==> config.mk <==
export PLATFORM = sky130hd
export DESIGN_NAME = sprite_compositor
export DESIGN_NICKNAME = d
export VERILOG_FILES = /design/src/rtl/sprite_compositor.sv
export SDC_FILE = /design/constraint.sdc
export NUM_CORES = 1
export LEC_CHECK = 0
export CELL_PAD_IN_SITES_DETAIL_PLACEMENT = 1
export CELL_PAD_IN_SITES_GLOBAL_PLACEMENT = 2
export CORE_MARGIN = 3
export CORE_UTILIZATION = 34
export DETAILED_ROUTE_END_ITERATION = 12
export GPL_TIMING_DRIVEN = 0
export PLACE_DENSITY_LB_ADDON = 0.2
export SLEW_MARGIN = 20
export SYNTH_ARGS = -nofsm -noshare
export SYNTH_HDL_FRONTEND = slang
export SYNTH_SLANG_ARGS = --single-unit
==> constraint.sdc <==
create_clock -name clk -period 4.7 [get_ports clk]
set_input_delay 0.94 -clock clk [delete_from_list [all_inputs] [get_ports clk]]
set_output_delay 0.94 -clock clk [all_outputs]
set_load 0.005 [all_outputs]
==> src/rtl/sprite_compositor.sv <==
// Sprite compositor: latches game-object state at vertical blank, then resolves the
// owning layer and sprite-ROM address for each pixel through a 2-stage pipeline.
// Optional build macro PIXEL_COLLIDE_EN adds the sticky pix_collide output.
module sprite_compositor #(
  parameter int GROUND_X = 104,
  parameter int PIPE_W   = 64,
  parameter int PIPE_GAP = 240,
  parameter int TEXT_X   = 560,
  parameter int TEXT_Y   = 112
) (
  input  logic        clk,
  input  logic        rst,
  input  logic        vblank_start,
  input  logic        pix_valid,
  input  logic [15:0] pix_x,
  input  logic [15:0] pix_y,
  input  logic [1:0]  bird_status,
  input  logic [15:0] bird_pos_x,
  input  logic [15:0] bird_pos_y,
  input  logic [15:0] pipe1_pos_x,
  input  logic [15:0] pipe1_pos_y,
  input  logic [15:0] pipe2_pos_x,
  input  logic [15:0] pipe2_pos_y,
  input  logic [15:0] pipe3_pos_x,
  input  logic [15:0] pipe3_pos_y,
  input  logic        number_enable,
  input  logic [15:0] number_pos_x,
  input  logic [15:0] number_pos_y,
  input  logic [3:0]  number_num0,
  input  logic [3:0]  number_num1,
  input  logic        logo_enable,
  input  logic        ready_enable,
  input  logic        over_enable,
  output logic        new_frame,
  output logic        out_valid,
  output logic [2:0]  layer,
  output logic [15:0] rom_addr
`ifdef PIXEL_COLLIDE_EN
  ,
  output logic        pix_collide
`endif
);

  localparam logic signed [15:0] GROUND_X_S  = 16'(GROUND_X);
  localparam logic [15:0]        GROUND_LAST = 16'(GROUND_X - 1);
  localparam logic signed [15:0] PIPE_W_S    = 16'(PIPE_W);
  localparam logic [15:0]        PIPE_GAP_V  = 16'(PIPE_GAP);
  localparam logic [15:0]        TEXT_X_V    = 16'(TEXT_X);
  localparam logic [15:0]        TEXT_Y_V    = 16'(TEXT_Y);

  logic [1:0]  bird_status_reg;
  logic [15:0] bird_x_reg, bird_y_reg, number_x_reg, number_y_reg;
  logic [3:0]  num0_reg, num1_reg;
  logic        number_en_reg, logo_en_reg, ready_en_reg, over_en_reg;
  logic        new_frame_reg;

  // Shadows only change at vblank so a frame is drawn from one consistent snapshot.
  always_ff @(posedge clk) begin
    if (rst) begin
      bird_status_reg <= '0;
      bird_x_reg      <= '0;
      bird_y_reg      <= '0;
      number_x_reg    <= '0;
      number_y_reg    <= '0;
      num0_reg        <= '0;
      num1_reg        <= '0;
      number_en_reg   <= 1'b0;
      logo_en_reg     <= 1'b0;
      ready_en_reg    <= 1'b0;
      over_en_reg     <= 1'b0;
      new_frame_reg   <= 1'b0;
    end else begin
      new_frame_reg <= vblank_start;
      if (vblank_start) begin
        bird_status_reg <= bird_status;
        bird_x_reg      <= bird_pos_x;
        bird_y_reg      <= bird_pos_y;
        number_x_reg    <= number_pos_x;
        number_y_reg    <= number_pos_y;
        num0_reg        <= number_num0;
        num1_reg        <= number_num1;
        number_en_reg   <= number_enable;
        logo_en_reg     <= logo_enable;
        ready_en_reg    <= ready_enable;
        over_en_reg     <= over_enable;
      end
    end
  end

  logic       ground_hit;
  logic [6:0] ground_addr;
  assign ground_hit  = $signed(pix_x) < GROUND_X_S;
  assign ground_addr = GROUND_LAST[6:0] - pix_x[6:0];

  logic [15:0] pipe_x_in [3];
  logic [15:0] pipe_y_in [3];
  logic [2:0]  pipe_hit;
  logic [5:0]  pipe_addr [3];
  assign pipe_x_in[0] = pipe1_pos_x;
  assign pipe_x_in[1] = pipe2_pos_x;
  assign pipe_x_in[2] = pipe3_pos_x;
  assign pipe_y_in[0] = pipe1_pos_y;
  assign pipe_y_in[1] = pipe2_pos_y;
  assign pipe_y_in[2] = pipe3_pos_y;

  genvar gi;
  generate
    for (gi = 0; gi < 3; gi++) begin : g_pipe
      logic [15:0]        x_reg, y_reg;
      logic signed [15:0] dy, gap_lo;

      always_ff @(posedge clk) begin
        if (rst) begin
          x_reg <= '0;
          y_reg <= '0;
        end else if (vblank_start) begin
          x_reg <= pipe_x_in[gi];
          y_reg <= pipe_y_in[gi];
        end
      end

      assign dy     = pix_y - y_reg;
      assign gap_lo = x_reg - PIPE_GAP_V;
      // Solid everywhere along x except the flight gap just below the pipe origin.
      assign pipe_hit[gi]  = !dy[15] && (dy < PIPE_W_S) && !ground_hit &&
                             (($signed(pix_x) < gap_lo) || ($signed(pix_x) >= $signed(x_reg)));
      assign pipe_addr[gi] = dy[5:0];
    end
  endgenerate

  logic [5:0] pipe_sel_addr;
  always_comb begin
    pipe_sel_addr = pipe_addr[2];
    if (pipe_hit[0])      pipe_sel_addr = pipe_addr[0];
    else if (pipe_hit[1]) pipe_sel_addr = pipe_addr[1];
  end

  logic [15:0] bird_dx, bird_dy;
  logic [1:0]  bird_frame;
  logic        bird_hit;
  assign bird_dx    = pix_x - bird_x_reg;
  assign bird_dy    = pix_y - bird_y_reg;
  assign bird_frame = (bird_status_reg == 2'd3) ? 2'd1 : bird_status_reg;
  assign bird_hit   = (bird_dx[15:5] == '0) && (bird_dy[15:5] == '0);

  logic [15:0] num_dx, num_dy;
  logic [3:0]  digit_val;
  logic        digit_hit;
  assign num_dx    = pix_x - number_x_reg;
  assign num_dy    = pix_y - number_y_reg;
  assign digit_val = num_dy[5] ? num0_reg : num1_reg;
  assign digit_hit = number_en_reg && (num_dx[15:6] == '0) && (num_dx[5:4] != 2'b11) &&
                     (num_dy[15:6] == '0) && (digit_val <= 4'd9);

  logic [15:0] text_dx, text_dy;
  logic [1:0]  text_sel;
  logic        text_hit;
  assign text_dx  = pix_x - TEXT_X_V;
  assign text_dy  = pix_y - TEXT_Y_V;
  assign text_sel = logo_en_reg ? 2'd0 : (ready_en_reg ? 2'd1 : 2'd2);
  assign text_hit = (logo_en_reg || ready_en_reg || over_en_reg) &&
                    (text_dx[15:6] == '0) && (text_dy[15:8] == '0);

  logic        s1_valid_reg, s1_ground_reg, s1_pipe_reg, s1_bird_reg, s1_digit_reg, s1_text_reg;
  logic [6:0]  s1_ground_addr_reg;
  logic [5:0]  s1_pipe_addr_reg;
  logic [11:0] s1_bird_addr_reg;
  logic [14:0] s1_digit_addr_reg;
  logic [15:0] s1_text_addr_reg;

  always_ff @(posedge clk) begin
    if (rst) begin
      s1_valid_reg       <= 1'b0;
      s1_ground_reg      <= 1'b0;
      s1_pipe_reg        <= 1'b0;
      s1_bird_reg        <= 1'b0;
      s1_digit_reg       <= 1'b0;
      s1_text_reg        <= 1'b0;
      s1_ground_addr_reg <= '0;
      s1_pipe_addr_reg   <= '0;
      s1_bird_addr_reg   <= '0;
      s1_digit_addr_reg  <= '0;
      s1_text_addr_reg   <= '0;
    end else begin
      s1_valid_reg       <= pix_valid;
      s1_ground_reg      <= ground_hit;
      s1_pipe_reg        <= |pipe_hit;
      s1_bird_reg        <= bird_hit;
      s1_digit_reg       <= digit_hit;
      s1_text_reg        <= text_hit;
      s1_ground_addr_reg <= ground_addr;
      s1_pipe_addr_reg   <= pipe_sel_addr;
      s1_bird_addr_reg   <= {bird_frame, bird_dy[4:0], bird_dx[4:0]};
      s1_digit_addr_reg  <= {digit_val, num_dy[4:0], num_dx[5:0]};
      s1_text_addr_reg   <= {text_sel, text_dy[7:0], text_dx[5:0]};
    end
  end

  logic [2:0]  layer_next;
  logic [15:0] rom_addr_next;
  always_comb begin
    layer_next    = 3'd0;
    rom_addr_next = '0;
    if (s1_text_reg) begin
      layer_next    = 3'd5;
      rom_addr_next = s1_text_addr_reg;
    end else if (s1_digit_reg) begin
      layer_next    = 3'd4;
      rom_addr_next = {1'b0, s1_digit_addr_reg};
    end else if (s1_bird_reg) begin
      layer_next    = 3'd3;
      rom_addr_next = {4'd0, s1_bird_addr_reg};
    end else if (s1_pipe_reg) begin
      layer_next    = 3'd2;
      rom_addr_next = {10'd0, s1_pipe_addr_reg};
    end else if (s1_ground_reg) begin
      layer_next    = 3'd1;
      rom_addr_next = {9'd0, s1_ground_addr_reg};
    end
  end

  logic        out_valid_reg;
  logic [2:0]  layer_reg;
  logic [15:0] rom_addr_reg;
  always_ff @(posedge clk) begin
    if (rst) begin
      out_valid_reg <= 1'b0;
      layer_reg     <= '0;
      rom_addr_reg  <= '0;
    end else begin
      out_valid_reg <= s1_valid_reg;
      if (s1_valid_reg) begin
        layer_reg    <= layer_next;
        rom_addr_reg <= rom_addr_next;
      end
    end
  end

  assign new_frame = new_frame_reg;
  assign out_valid = out_valid_reg;
  assign layer     = layer_reg;
  assign rom_addr  = rom_addr_reg;

`ifdef PIXEL_COLLIDE_EN
  logic pix_collide_reg;
  // A fresh overlap outranks the frame-start clear so no collision is lost.
  always_ff @(posedge clk) begin
    if (rst) begin
      pix_collide_reg <= 1'b0;
    end else if (s1_valid_reg && s1_bird_reg && (s1_pipe_reg || s1_ground_reg)) begin
      pix_collide_reg <= 1'b1;
    end else if (new_frame_reg) begin
      pix_collide_reg <= 1'b0;
    end
  end
  assign pix_collide = pix_collide_reg;
`endif

endmodule

==> flow_summary_export.csv, run 1 <==
group,metric,value,unit
synth,ys_ff_latch,256,
sta,clock_skew,0.0304,ns
power,p_leak,0.00904,uW
floorplan,start_util,34.6,%
sta,fmax,214,MHz
synth,yosysTopAreaCellShare,30.0,%
floorplan,io_pins,231,
sta,min_period,4.67,ns
drt,ant_nets,0,
sta,drv_slew,0,
cts,root_buffer,"clkbuf_16",
drt,vias,16000,
sta,hold_viol_final,0,
global_routing,grt_max_degree,14,
drt,drc,0,
floorplan,die-area,0.0529,sq mm
worst_setup_path,crit_type,"in2reg",
cts,cts_hold_buffers,0,
global_routing,grt_overflow,0,
floorplan,placementRows,81,
synth,syn_area,0.0171,sq mm
synth,synth_enable_flop_cells,0,
synth,yosysSeqAreaShare,30.0,%
synth,synth.net_count,2461,
cts,cts_buffers,35,
synth,synth.distinct_cells,76,
hold_path,min-delay-path-class,"reg2reg",
cells_and_area,stdcell_area,0.0214,sq mm
place,dp_hpwl,50400,um
cells_and_area,post-route-util,43.5,%
cells_and_area,nets,2732,
synth,synth_common_cells,"nor2_1 (329), dfxtp_1 (256), mux2i_1 (201)",
floorplan,die_w,230,um
cts,h-tree-depth,2,
place,gp_congestion,0.895,
sta,layout_setup_ws,0.0312,ns
power,power_density,324,mW/mm^2
worst_setup_path,slowest_delay,1.02,ns
cells_and_area,syn_to_final_growth,25.6,%
synth,syn_avg_cell_area,8.33,sq um
worst_setup_path,arrival,5.11,ns
sta,worst_pin_slew,1.16,ns
cells_and_area,drive_gt1_share,3.89,%
synth,synth_area_leaders,"dfxtp_1 (30%), ha_1 (14%), mux2i_1 (12%)",
worst_setup_path,required,5.14,ns
place,dp_slack,-1.31,ns
cells_and_area,diodes,0,
synth,async_reset_ff_share,0,%
flow_run,timing.max_cap.violations,0,
synth,syn_inst,2048,
global_routing,grt.total_usage,24.2,%
sta,fin_crit_sh,99.3,%
place,dpl-instance-area,0.0202,sq mm
worst_setup_path,start_kind,"primary input",
power,peakVddDrop,0.203,mV
floorplan,die_h,230,um
synth,ys.flop_type,"dfxtp_1",
sta,rsz0062_at_grt,"false",
global_routing,grt_pass1_vias,16500,
drt,wirelength,65400,um
drt,via_per_inst,5.31,
synth,yosys_warnings,0,
sta,fin_hold_ws,0.430,ns
floorplan,core_area,0.0493,sq mm
synth,synth.most_common_cell,"nor2_1",
sta,setup-violations-final,0,
cts,cts_buffer_depth,3,
cts,cts.clk_slew.worst_paths,0.06,ns
sta,slew_headroom,22.9,%
power,power,6940,uW
cts,insertion_delay,0.54,ns
cts,cts_tree,"done",
place,numPortBuffers,227,
run_status,outcome,"finished, final reports clean",
synth,synth_area_leader_cell,"dfxtp_1",
worst_setup_path,end_kind,"flip-flop",
worst_setup_path,crit_path_max_fanout,7,
global_routing,antenna_found_initial,3,
drt,dr.pass1.iters,5,
cts,cts.sinks,256,
worst_setup_path,path_cells,"clkdlybuf4s50_1, a21o_1, nand2_1, a31oi_2, o2111ai_1, nor3_1, o311ai_0, or4_1, a2111oi_1, o21ai_1, o32ai_1",
global_routing,grt_pass1_wl,98000,um
drt,avgRoutedWirePerCell,21.8,um
drt,drtIter0Drc,821,
worst_setup_path,critPathSlowestCell,"clkdlybuf4s50_1",
-- cells by family (layout without fill, tap and decap cells) --
group                    after synthesis  after routing  share of synthesized area [%]
buffers and inverters                262            556                           5.79
adder cells (fa/ha/maj)              203            203                           15.2
AO/OA/AOI/OAI                        410            410                           15.8
flip-flops                           256            256                           30.0
multiplexers                         203            203                           11.9
AND/OR/NAND/NOR                      638            638                           17.3
XOR/XNOR                              76             76                           3.94
-- layer usage --
| metal | vias to the layer above | track usage [%] | routed length [um] |
|---|---|---|---|
| met1 | 7776 | 32.3 | 30400 |
| li1 | 7752 | - | - |
| met5 | - | 0 | 0 |
| met2 | 348 | 40.5 | 30100 |
| met4 | 0 | 6.88 | 1860 |
| met3 | 80 | 3.75 | 3050 |
-- per-stage QoR --
step / TNS [ns] / cells
2_1_floorplan: 0 / 2048
3_3_place_gp: -7.43 / 2939
3_5_place_dp: -7.26 / 2941
4_1_cts: 0 / 3004
5_1_grt: 0 / 3006
6_report: 0 / 3006
-- critical path: cells and delay by family --
kind / cells / cell delay (ns)
buffers and inverters: 1 / 1.02
and+or+nand+nor: 3 / 0.82
AOI/OAI and AO/OA: 7 / 2.31
-- report_power, final --
group	total [uW]	switching, uW	internal [uW]
Combinational	1750	996	757
Clock	2800	1040	1750
Sequential	2390	84.2	2310
Total	6940	2120	4820
-- final timing paths --
kind	end	startpoint	cells past startpoint	slack [ns]
max reg2reg	s1_pipe_addr_reg[4]	g_pipe[1].x_reg[4]	14	0.66
max	s1_pipe_reg	pix_x[3]	11	0.03
min reg2reg	rom_addr[14]	s1_digit_addr_reg[14]	2	0.43
min	rom_addr[14]	s1_digit_addr_reg[14]	2	0.43
-- area by class of cell --
class | count | area, sq um
Buffer | 70 | 269
Clock buffer | 49 | 998
Clock inverter | 11 | 191
Fill cell | 5895 | 27800
Inverter | 192 | 728
Multi-Input combinational cell | 1530 | 11000
Sequential cell | 256 | 5120
Tap cell | 664 | 831
Timing Repair Buffer | 234 | 2290
-- cell usage in the layout, fill, tap and decap left out, types with 25 or more instances in the layout --
cell type / Yosys / final
a21oi_1: 99 / 98
clkbuf_1: 51 / 57
clkbuf_16: 0 / 35
clkdlybuf4s50_1: 0 / 204
dfxtp_1: 256 / 256
ha_1: 196 / 196
inv_1: 192 / 190
mux2i_1: 201 / 201
nand2_1: 72 / 72
nand2b_1: 31 / 31
nand3_1: 34 / 33
nor2_1: 329 / 329
nor2b_1: 36 / 36
nor3_1: 52 / 52
o21ai_0: 72 / 71
o21ai_1: 29 / 30
xnor2_1: 50 / 50
xor2_1: 25 / 25
-- repair_timing --
action,in CTS,in global routing
resized for setup,28,19
setup endpoints to repair,9,9
setup buffers,3,2
pin swaps,0,3
gates cloned,0,0
Note: power is estimated with default switching activity, not from simulation.
==> run 2: changes to the inputs <==
--- a/config.mk
+++ b/config.mk
@@ -10,7 +10,6 @@
 export CORE_MARGIN = 3
 export CORE_UTILIZATION = 34
 export DETAILED_ROUTE_END_ITERATION = 12
-export GPL_TIMING_DRIVEN = 0
 export PLACE_DENSITY_LB_ADDON = 0.2
 export SLEW_MARGIN = 20
 export SYNTH_ARGS = -nofsm -noshare
==> run 2 against run 1 <==
Against the previous run:
- routed wire length down 4.7%
- combinational power about the same
- die area unchanged
- largest cell class unchanged
- clock skew down 0.0033 ns
- total power up 1.8%
- clock-buffer cell count down 3
- critical path depth up 3
- cell count down 0.23%
- core utilization up 0.63 points
- sequential power about the same
- register-to-register slack better by 0.17 ns
- sequential share of layout area down 0.34 points
==> flow_summary_export.csv, run 2 (synthesis gave the netlist of run 1 again) <==
group,metric,value,unit
drt,avgRoutedWirePerCell,20.8,um
floorplan,placementRows,81,
sta,worst_pin_slew,1.02,ns
power,p_int,4960,uW
global_routing,antenna_found_initial,0,
cells_and_area,nets,2724,
cts,cts_buffer_depth,3,
cts,post_cts_buffers,0,
place,gp_congestion,0.885,
cts,cts.sinks,256,
floorplan,start_util,34.6,%
place,dp_slack,-0.0212,ns
sta,hold_viol_final,0,
worst_setup_path,arrival,4.61,ns
cts,h-tree-depth,2,
cts,cts.clk_slew.worst_paths,0.06,ns
drt,ant_nets,0,
floorplan,die_w,230,um
global_routing,grt_max_degree,183,
drt,vias,15600,
cts,cts_hold_buffers,0,
floorplan,io_pins,231,
floorplan,die-area,0.0529,sq mm
drt,dr.pass1.iters,7,
cells_and_area,final_common_cell,"nor2_1",
global_routing,grt_pass1_vias,16500,
worst_setup_path,start_kind,"primary input",
sta,drv_slew,0,
sta,fmax,240,MHz
power,comb_power_share,25.0,%
global_routing,grt.total_usage,23.2,%
cells_and_area,syn_to_final_growth,27.4,%
cts,cts_tree,"done",
place,dp_hpwl,48800,um
cells_and_area,post-route-util,44.2,%
sta,layout_setup_ws,0.529,ns
cells_and_area,fillCellCount,5845,
cells_and_area,multiInputGateArea,0.0110,sq mm
sta,setup-violations-final,0,
drt,via_per_inst,5.21,
place,numPortBuffers,230,
power,netSwitchingFraction,29.7,%
cts,insertion_delay,0.55,ns
worst_setup_path,required,5.14,ns
global_routing,use_met2,40.0,%
global_routing,use_met1,30.1,%
power,peakVddDrop,0.270,mV
power,pwr-share-clk,41.1,%
global_routing,grt_most_used_layer,"met2",
sta,rsz0062_at_grt,"false",
global_routing,grt_pass1_wl,95800,um
drt,drtIter0Drc,814,
global_routing,grt_overflow,0,
cells_and_area,seq_area,0.00512,sq mm
sta,min_period,4.17,ns
cts,cts_buffers,34,
cts,cts-resized-gates,0,
worst_setup_path,crit_type,"in2reg",
power,power_density,325,mW/mm^2
cells_and_area,drive_gt1_share,6.00,%
cells_and_area,diodes,0,
floorplan,die_h,230,um
sta,slew_headroom,31.7,%
place,dpl-instance-area,0.0205,sq mm
cells_and_area,final_cell_mix,"nor2_1 (329), dfxtp_1 (256), clkdlybuf4s50_1 (228)",
power,p_switching,2100,uW
power,power_frac_seq,33.9,%
cts,root_buffer,"clkbuf_16",
sta,clock_skew,0.0271,ns
flow_run,timing.max_cap.violations,0,
floorplan,core_area,0.0493,sq mm
global_routing,use_met3,3.59,%
sta,fin_hold_ws,0.430,ns
drt,wirelength,62300,um
hold_path,min-delay-path-class,"reg2reg",
worst_setup_path,end_kind,"flip-flop",
cells_and_area,stdcell_area,0.0217,sq mm
run_status,outcome,"finished, final reports clean",
sta,fin_crit_sh,88.7,%
drt,drc,0,
worst_setup_path,crit_path_max_fanout,6,
power,p_leak,0.00928,uW
[run 2: cell types whose count changed in the layout (fill, tap and decap cells not counted), moves of 3 or more]
cell | before | now
buf_4 | 7 | 62
buf_1 | 17 | 0
buf_12 | 0 | 5
clkbuf_1 | 57 | 4
clkdlybuf4s50_1 | 204 | 228
clkbuf_2 | 5 | 0
clkinv_2 | 3 | 6
dlygate4sd2_1 | 13 | 0
[run 2: through the flow]
step	power (uW)	TNS, ns	std cells
after floorplan	3510	0	2048
after global placement	4160	0	2939
after detailed placement	4200	-0.0212	2939
after CTS	7160	0	2999
after global routing	7450	0	2999
final	7060	0	2999
[run 2: metal layers]
| layer | share of wire, % | wire length (um) |
|---|---|---|
| met2 | 48 | 29600 |
| met3 | 4.0 | 2500 |
| met4 | 2.5 | 1580 |
| met1 | 46 | 28600 |
| met5 | 0 | 0 |
[run 2: worst max-delay path, cell delays in order]
cell and delay [ns]:
clkdlybuf4s50_1 0.48, inv_1 0.15, ha_1 0.27, fa_1 0.41, nor2b_1 0.17, o31a_1 0.25, o21ai_1 0.10, a211oi_1 0.32
o21ai_0 0.14, a2111oi_0 0.42, nand3_1 0.34, buf_4 0.27, mux2i_1 0.12, a22o_1 0.23
[run 2: layout make-up]
type	count	area share [%]
Sequential cell	256	23.6
Tap cell	664	3.82
Inverter	192	3.31
Timing Repair Buffer	297	13.2
Multi-Input combinational cell	1530	50.4
Clock buffer	46	4.54
Clock inverter	14	1.14
[run 2: final timing paths]
check	endpoint	cells after the start	startpoint	slack (ns)
worst max-delay path	s1_pipe_addr_reg[0]	14	pix_y[0]	0.53
worst min-delay path	rom_addr[8]	2	s1_digit_addr_reg[8]	0.43
worst max register to register	s1_pipe_addr_reg[0]	15	g_pipe[1].x_reg[4]	0.83
worst min register to register	rom_addr[8]	2	s1_digit_addr_reg[8]	0.43
[run 2: power by group through the flow]
| stage | Sequential (uW) | Clock (uW) | Combinational (uW) |
|---|---|---|---|
| final | 2390 | 2900 | 1770 |
| after global routing | 2410 | 3070 | 1980 |
| after CTS | 2400 | 2990 | 1780 |
| after detailed placement | 2440 | 0 | 1760 |
| after global placement | 2440 | 0 | 1730 |
| after floorplan | 2400 | 0 | 1100 |
